**src/rtl/analog_avg_filter_pkg.sv**
```systemverilog
// Width helpers shared by the analog_avg_filter slice.
// Sample RAM address layout is {channel, window pointer}, with the channel in the upper bits.
package analog_filter_pkg;

  function automatic int clog2(input int unsigned value);
    int unsigned rem;
    int result;
    rem = (value > 0) ? value - 1 : 0;
    result = 0;
    while (rem != 0) begin
      result++;
      rem = rem >> 1;
    end
    return result;
  endfunction

  // A single-channel build still carries a 1-bit channel tag.
  function automatic int chWidth(input int unsigned channels);
    return (clog2(channels) < 1) ? 1 : clog2(channels);
  endfunction

  function automatic int sumWidth(input int dw, input int log2Depth);
    return dw + log2Depth;
  endfunction

  function automatic int ramAddrWidth(input int unsigned channels, input int log2Depth);
    return chWidth(channels) + log2Depth;
  endfunction

endpackage

```
**src/rtl/analog_avg_filter_sample_ram.sv**
```systemverilog
// Simple dual-port window storage for all channels, with a registered read port.
// It has no reset. Entries that were never written are masked by the fill counts.
module filter_sample_ram #(
  parameter int DW      = 12,
  parameter int ENTRIES = 32,
  parameter int AW      = 5
) (
  input  logic          clk_i,
  input  logic          rd_en_i,
  input  logic [AW-1:0] rd_addr_i,
  output logic [DW-1:0] rd_data_o,
  input  logic          wr_en_i,
  input  logic [AW-1:0] wr_addr_i,
  input  logic [DW-1:0] wr_data_i
);

  logic [DW-1:0] mem [ENTRIES];
  logic [DW-1:0] rdData_q;

  always_ff @(posedge clk_i) begin
    if (wr_en_i) mem[wr_addr_i] <= wr_data_i;
    if (rd_en_i) rdData_q <= mem[rd_addr_i];
  end

  assign rd_data_o = rdData_q;

endmodule

```
**src/rtl/analog_avg_filter.sv**
```systemverilog
// Time-multiplexed, per-channel moving-average filter with a fixed 2-cycle latency.
// Define ANALOG_FILTER_PRIME_EN to prime each channel's window with its first sample.
module analog_avg_filter
  import analog_filter_pkg::*;
#(
  parameter int DW         = 12,
  parameter int CHANNELS   = 4,
  parameter int LOG2_DEPTH = 3,
  localparam int CHW       = chWidth(CHANNELS)
) (
  input  logic           clk,
  input  logic           rst_n,
  input  logic           clear,
  input  logic           in_valid,
  input  logic [CHW-1:0] in_ch,
  input  logic [DW-1:0]  in_data,
  output logic           out_valid,
  output logic [CHW-1:0] out_ch,
  output logic [DW-1:0]  out_data
);

  localparam int DEPTH = 1 << LOG2_DEPTH;
  localparam int SW    = sumWidth(DW, LOG2_DEPTH);
  localparam int AW    = ramAddrWidth(CHANNELS, LOG2_DEPTH);
  localparam int FW    = LOG2_DEPTH + 1;
  localparam logic [FW-1:0] FILL_FULL = FW'(DEPTH);

  logic [SW-1:0]         sum_q   [CHANNELS];
  logic [SW-1:0]         sum_d   [CHANNELS];
  logic [LOG2_DEPTH-1:0] wrPtr_q [CHANNELS];
  logic [LOG2_DEPTH-1:0] wrPtr_d [CHANNELS];
  logic [FW-1:0]         fill_q  [CHANNELS];
  logic [FW-1:0]         fill_d  [CHANNELS];

  logic                  s1Valid_q, s1Valid_d;
  logic [CHW-1:0]        s1Ch_q, s1Ch_d;
  logic [LOG2_DEPTH-1:0] s1Ptr_q, s1Ptr_d;
  logic [DW-1:0]         s1Data_q, s1Data_d;
  logic                  s1Full_q, s1Full_d;

  logic                  outValid_q, outValid_d;
  logic [CHW-1:0]        outCh_q, outCh_d;
  logic [DW-1:0]         outData_q, outData_d;

`ifdef ANALOG_FILTER_PRIME_EN
  logic [DW-1:0]         prime_q [CHANNELS];
  logic [DW-1:0]         prime_d [CHANNELS];
  logic                  s1First_q, s1First_d;
`endif

  logic                  chOk;
  logic                  accept;
  logic [CHW-1:0]        chSel;
  logic [SW-1:0]         oldEff;
  logic [SW-1:0]         newSum;
  logic                  ramRdEn;
  logic                  ramWrEn;
  logic [AW-1:0]         ramRdAddr;
  logic [AW-1:0]         ramWrAddr;
  logic [DW-1:0]         ramRdData;

  // S1 issues the RAM read of the slot that is about to be overwritten.
  // The channel is clamped so that out-of-range tags never index the flop arrays.
  always_comb begin
    chOk      = 32'(in_ch) < CHANNELS;
    accept    = in_valid && !clear && chOk;
    chSel     = chOk ? in_ch : '0;
    s1Valid_d = accept;
    s1Ch_d    = chSel;
    s1Ptr_d   = wrPtr_q[chSel];
    s1Data_d  = in_data;
    s1Full_d  = (fill_q[chSel] == FILL_FULL);
    ramRdEn   = accept;
    ramRdAddr = {chSel, wrPtr_q[chSel]};
`ifdef ANALOG_FILTER_PRIME_EN
    s1First_d = (fill_q[chSel] == '0);
`endif
  end

  // S2 reads sum_q after the previous S2 edge has written it, so back-to-back
  // samples on one channel already see the updated sum.
  always_comb begin
`ifdef ANALOG_FILTER_PRIME_EN
    oldEff = s1Full_q ? SW'(ramRdData) : SW'(prime_q[s1Ch_q]);
    newSum = s1First_q ? (SW'(s1Data_q) << LOG2_DEPTH)
                       : (sum_q[s1Ch_q] + SW'(s1Data_q) - oldEff);
`else
    oldEff = s1Full_q ? SW'(ramRdData) : '0;
    newSum = sum_q[s1Ch_q] + SW'(s1Data_q) - oldEff;
`endif
    ramWrEn    = s1Valid_q && !clear;
    ramWrAddr  = {s1Ch_q, s1Ptr_q};
    outValid_d = ramWrEn;
    outCh_d    = outValid_d ? s1Ch_q : outCh_q;
    outData_d  = outValid_d ? newSum[SW-1:LOG2_DEPTH] : outData_q;
  end

  always_comb begin
    sum_d   = sum_q;
    wrPtr_d = wrPtr_q;
    fill_d  = fill_q;
`ifdef ANALOG_FILTER_PRIME_EN
    prime_d = prime_q;
`endif
    if (clear) begin
      for (int i = 0; i < CHANNELS; i++) begin
        sum_d[i]   = '0;
        wrPtr_d[i] = '0;
        fill_d[i]  = '0;
      end
    end else begin
      if (accept) begin
        wrPtr_d[chSel] = wrPtr_q[chSel] + 1'b1;
        if (fill_q[chSel] != FILL_FULL) fill_d[chSel] = fill_q[chSel] + 1'b1;
`ifdef ANALOG_FILTER_PRIME_EN
        if (fill_q[chSel] == '0) prime_d[chSel] = in_data;
`endif
      end
      if (s1Valid_q) sum_d[s1Ch_q] = newSum;
    end
  end

  always_ff @(posedge clk or negedge rst_n) begin
    if (!rst_n) begin
      for (int i = 0; i < CHANNELS; i++) begin
        sum_q[i]   <= '0;
        wrPtr_q[i] <= '0;
        fill_q[i]  <= '0;
`ifdef ANALOG_FILTER_PRIME_EN
        prime_q[i] <= '0;
`endif
      end
      s1Valid_q  <= 1'b0;
      s1Ch_q     <= '0;
      s1Ptr_q    <= '0;
      s1Data_q   <= '0;
      s1Full_q   <= 1'b0;
`ifdef ANALOG_FILTER_PRIME_EN
      s1First_q  <= 1'b0;
`endif
      outValid_q <= 1'b0;
      outCh_q    <= '0;
      outData_q  <= '0;
    end else begin
      sum_q      <= sum_d;
      wrPtr_q    <= wrPtr_d;
      fill_q     <= fill_d;
`ifdef ANALOG_FILTER_PRIME_EN
      prime_q    <= prime_d;
      s1First_q  <= s1First_d;
`endif
      s1Valid_q  <= s1Valid_d;
      s1Ch_q     <= s1Ch_d;
      s1Ptr_q    <= s1Ptr_d;
      s1Data_q   <= s1Data_d;
      s1Full_q   <= s1Full_d;
      outValid_q <= outValid_d;
      outCh_q    <= outCh_d;
      outData_q  <= outData_d;
    end
  end

  filter_sample_ram #(
    .DW      (DW),
    .ENTRIES (CHANNELS * DEPTH),
    .AW      (AW)
  ) u_sampleRam (
    .clk_i     (clk),
    .rd_en_i   (ramRdEn),
    .rd_addr_i (ramRdAddr),
    .rd_data_o (ramRdData),
    .wr_en_i   (ramWrEn),
    .wr_addr_i (ramWrAddr),
    .wr_data_i (s1Data_q)
  );

  assign out_valid = outValid_q;
  assign out_ch    = outCh_q;
  assign out_data  = outData_q;

endmodule

```
**config.mk**
```make
export PLATFORM = sky130hd
export DESIGN_NAME = analog_avg_filter
export DESIGN_NICKNAME = d
export VERILOG_FILES = /design/src/rtl/analog_avg_filter_pkg.sv /design/src/rtl/analog_avg_filter_sample_ram.sv /design/src/rtl/analog_avg_filter.sv
export SDC_FILE = /design/constraint.sdc
export NUM_CORES = 1
export LEC_CHECK = 0
export CORE_MARGIN = 5
export CORE_UTILIZATION = 60
export CTS_CLUSTER_SIZE = 20
export DETAILED_ROUTE_END_ITERATION = 8
export GPL_ROUTABILITY_DRIVEN = 1
export PLACE_DENSITY = 0.77
export SYNTH_ARGS = -nofsm -noshare
export SYNTH_HDL_FRONTEND = slang
export SYNTH_SLANG_ARGS = --single-unit
```
**constraint.sdc**
```tcl
create_clock -name clk -period 10.15 [get_ports clk]
set_input_delay 1.5225 -clock clk [delete_from_list [all_inputs] [get_ports clk]]
set_output_delay 1.5225 -clock clk [all_outputs]
set_load 0.02 [all_outputs]
```
==> impl_metrics.tcl <==
set metrics [dict create \
    max-vdd-ir-drop_uv 197 \
    cts.repair_timing.setup_buffer_count 0 \
    die_w_um 201 \
    crit_path_frequent_cell "buf_4" \
    placementRows 70 \
    max_cap_viol_count 0 \
    rr_worst_depth 9 \
    cts-root-buf "clkbuf_16" \
    regToRegSetupSlack_ns 6.00 \
    dr.first_iter.drc_count 1295 \
    r2r-start "wrPtr_q[8]$_DFFE_PN0P_" \
    htreeDepth 2 \
    wl_per_cell_um 24.9 \
    place.gp.congestion 0.890 \
    leading_area_contributor_after_synthesis "edfxtp_1" \
    detailroute.via_count 13500 \
    totalWireLength_um 52500 \
    number_of_enable_type_register_cells_in_the_synthesized_netlist 396 \
    ys_flop_type "edfxtp_1" \
    post-route-worst-setup-slack_ns 4.56 \
    fp.dieArea_um2 40500 \
    grt_pass1_vias 13200 \
    numClockSinks 518 \
    critPathKind "input pin to flip-flop" \
    place.port_buffers 32 \
    reg2reg_to "u_sampleRam.rd_data_o[6]$_DFFE_PP_" \
    drcViolationCount 0 \
    skew_ns 0.0319 \
    clock_pin_slew_worst_setup_and_hold_paths_ns 0.06 \
    drv_slew 0 \
    timing.slew.headroom 0.146 \
    post-synth-top-count-cell "edfxtp_1" \
    synthesis.area_per_instance_um2 14.0 \
    post_route_cells_drive_above_1_share 0.102 \
    worst_hold_path.num_cells 2 \
    die_y_um 201 \
    synth_cells 1564 \
    hold_path.class "flip-flop to flip-flop" \
    synth_cell_type_count 61 \
    worst-slew-pin-transition_ns 1.28 \
    antenna_violating_nets_post_route 0 \
    design.core.area_um2 36300 \
    wire_length_of_the_first_global_routing_pass_um 79600 \
    holdCritStartpoint "out_ch[0]$_DFFE_PN0P_" \
    syn_nets 1612 \
    place_ws_ns 4.03 \
    maximum_number_of_buffers_from_clock_root_to_sink 3 \
    rsz0062_at_grt "false" \
    cts_buffers 51 \
    min_delay_worst_endpoint "out_ch[0]$_DFFE_PN0P_" \
    hold_viol_final 0 \
    power.leakage_nw 9.42 \
    worstPathCellList "clkdlybuf4s50_1 -> buf_4 -> mux2i_4 -> buf_4 -> mux2_2 -> buf_4 -> clkinv_4 -> mux2i_1 -> mux2i_1 -> a221oi_1 -> nor4_2" \
    yosys-top-cells-area "edfxtp_1, dfrtp_1, mux2i_1, nand2_1, a21oi_1" \
    synth_seq_cells 518 \
    timing.critical_path.fanout_max 57 \
    antennaDiodeCount 0 \
    globalRoute.totalOverflow 0 \
    cts_hold_repair.buffers 0 \
    firstDrtPassIters 7 \
    finalSetupViolations 0 \
    synthToLayoutAreaGrowth_pct 11.1 \
    crit_required_ns 10.42 \
    period_share 0.551 \
    synth.top_cells.by_count "edfxtp_1, mux2i_1, nand2_1" \
    slowest_stage "a221oi_1" \
    initial_core_util 0.604 \
    synth_top_cell_area_share 0.542 \
    netlist_area_um2 22000 \
    tritoncts "yes" \
    io-pin-count 33 \
    run_status "finished, final reports clean" \
    gr-usage-all-layers 0.257 \
    synth_sequential_area_ratio 0.681 \
    fin_nets 1651 \
    ys.warnings.count 0 \
    detailed_place_hpwl_um 32600 \
    cell_area_power_density_nw_per_um2 186 \
    layout.cell_area.non_filler_um2 24400 \
    cpPeakStageDelay_ns 0.85 \
    period_needed_ns 5.59 \
    worstSetupStartpointType "input pin" \
    clkLatencyLatePin_ns 0.59 \
    critPathArrivalTime_ns 5.87 \
    cts_resized 0 \
    grt_antenna_before_repair 0 \
    placement.cell_area_um2 22800 \
    max_clock_freq_mhz 179 \
    finalHoldWorstSlack_ns 0.472 \
    routed_vias_inst 6.38 \
    end_kind "flip-flop" \
    setup_total_negative_slack_ns 0 \
    maximum_number_of_pins_on_one_net_before_global_route_repair 78 \
    async_flop_share 0.236 \
]
-- per-layer routing --
layer / track usage / routed length [um] / part of all wire
met5: 0 / 0 / 0
met4: 0.0996 / 2010 / 0.038
met3: 0.0488 / 4700 / 0.089
met2: 0.422 / 25800 / 0.49
met1: 0.345 / 20100 / 0.38
-- worst max-delay path, delay by kind of cell --
family	cells	cell delay [ns]
and+or+nand+nor	1	0.14
buffers and inverters	5	2.30
muxes	4	0.97
AOI/OAI and AO/OA	1	0.85
-- state kept, by name (all words and copies together) (netlist names) --
name	count
s1Full_q	1
s1Data_q	12
u_sampleRam.rd_data_o	12
sum_q	60
wrPtr_q	12
s1Valid_q	1
s1Ch_q	2
out_data	12
s1Ptr_q	3
out_valid	1
fill_q	16
u_sampleRam.mem	384
out_ch	2
-- cells in the final DEF, fill, tap and decap left out, drive strengths merged, types with 18 or more instances in the layout --
cell type,count
mux2i,168
nor2,81
clkbuf,76
inv,59
buf,42
ha,18
edfxtp,396
clkdlybuf4s50,30
nand3,74
o221ai,35
mux4,18
o21ai,24
nand2,164
a22o,24
a21oi,118
dfrtp,122
-- per-stage QoR --
stage                     power [mW]  utilization  cells
after detailed placement        2.78        0.627   2018
after global routing            4.69        0.671   2113
after global placement          2.77        0.627   2018
after floorplan                 2.63            -   1564
after CTS                       4.55        0.671   2113
final                           4.53        0.671   2113
-- worst max path at each step --
stage | startpoint | to | slack, ns | cells past startpoint
floorplan | s1Ch_q[0]$_DFF_PN0_ | sum_q[56]$_DFFE_PN0P_ | 6.16 | 14
global placement | in_ch[1] | u_sampleRam.rd_data_o[3]$_DFFE_PP_ | 4.19 | 12
detailed placement | in_ch[1] | u_sampleRam.rd_data_o[2]$_DFFE_PP_ | 4.03 | 12
finish | in_ch[1] | u_sampleRam.rd_data_o[6]$_DFFE_PP_ | 4.56 | 11
global route | in_ch[1] | u_sampleRam.rd_data_o[2]$_DFFE_PP_ | 4.41 | 12
CTS | in_ch[1] | u_sampleRam.rd_data_o[2]$_DFFE_PP_ | 4.66 | 12
-- where the power goes --
group	leakage, nW	switching [mW]	total, mW	internal (mW)
sequential	5.20	0.0224	2.35	2.33
clock	0.788	0.785	1.80	1.01
combinational	3.43	0.252	0.391	0.139
-- area by class of cell --
| class | instances | area (um2) |
|---|---|---|
| clock buffers | 76 | 1480 |
| clock inverters | 19 | 125 |
| fillers | 2446 | 12000 |
| inverters | 58 | 225 |
| multi-input cells | 902 | 6410 |
| flip-flops and latches | 518 | 14900 |
| well taps | 468 | 586 |
| repair buffers | 72 | 617 |
-- logic make-up after synthesis --
group                    synth area share
flip-flops                          0.681
AO/OA/AOI/OAI                      0.0781
AND/OR/NAND/NOR                    0.0815
buffers and inverters              0.0297
adder cells (fa/ha/maj)            0.0212
multiplexers                        0.102
XOR/XNOR                          0.00638
No activity file was read; power rests on OpenSTA's default activity.
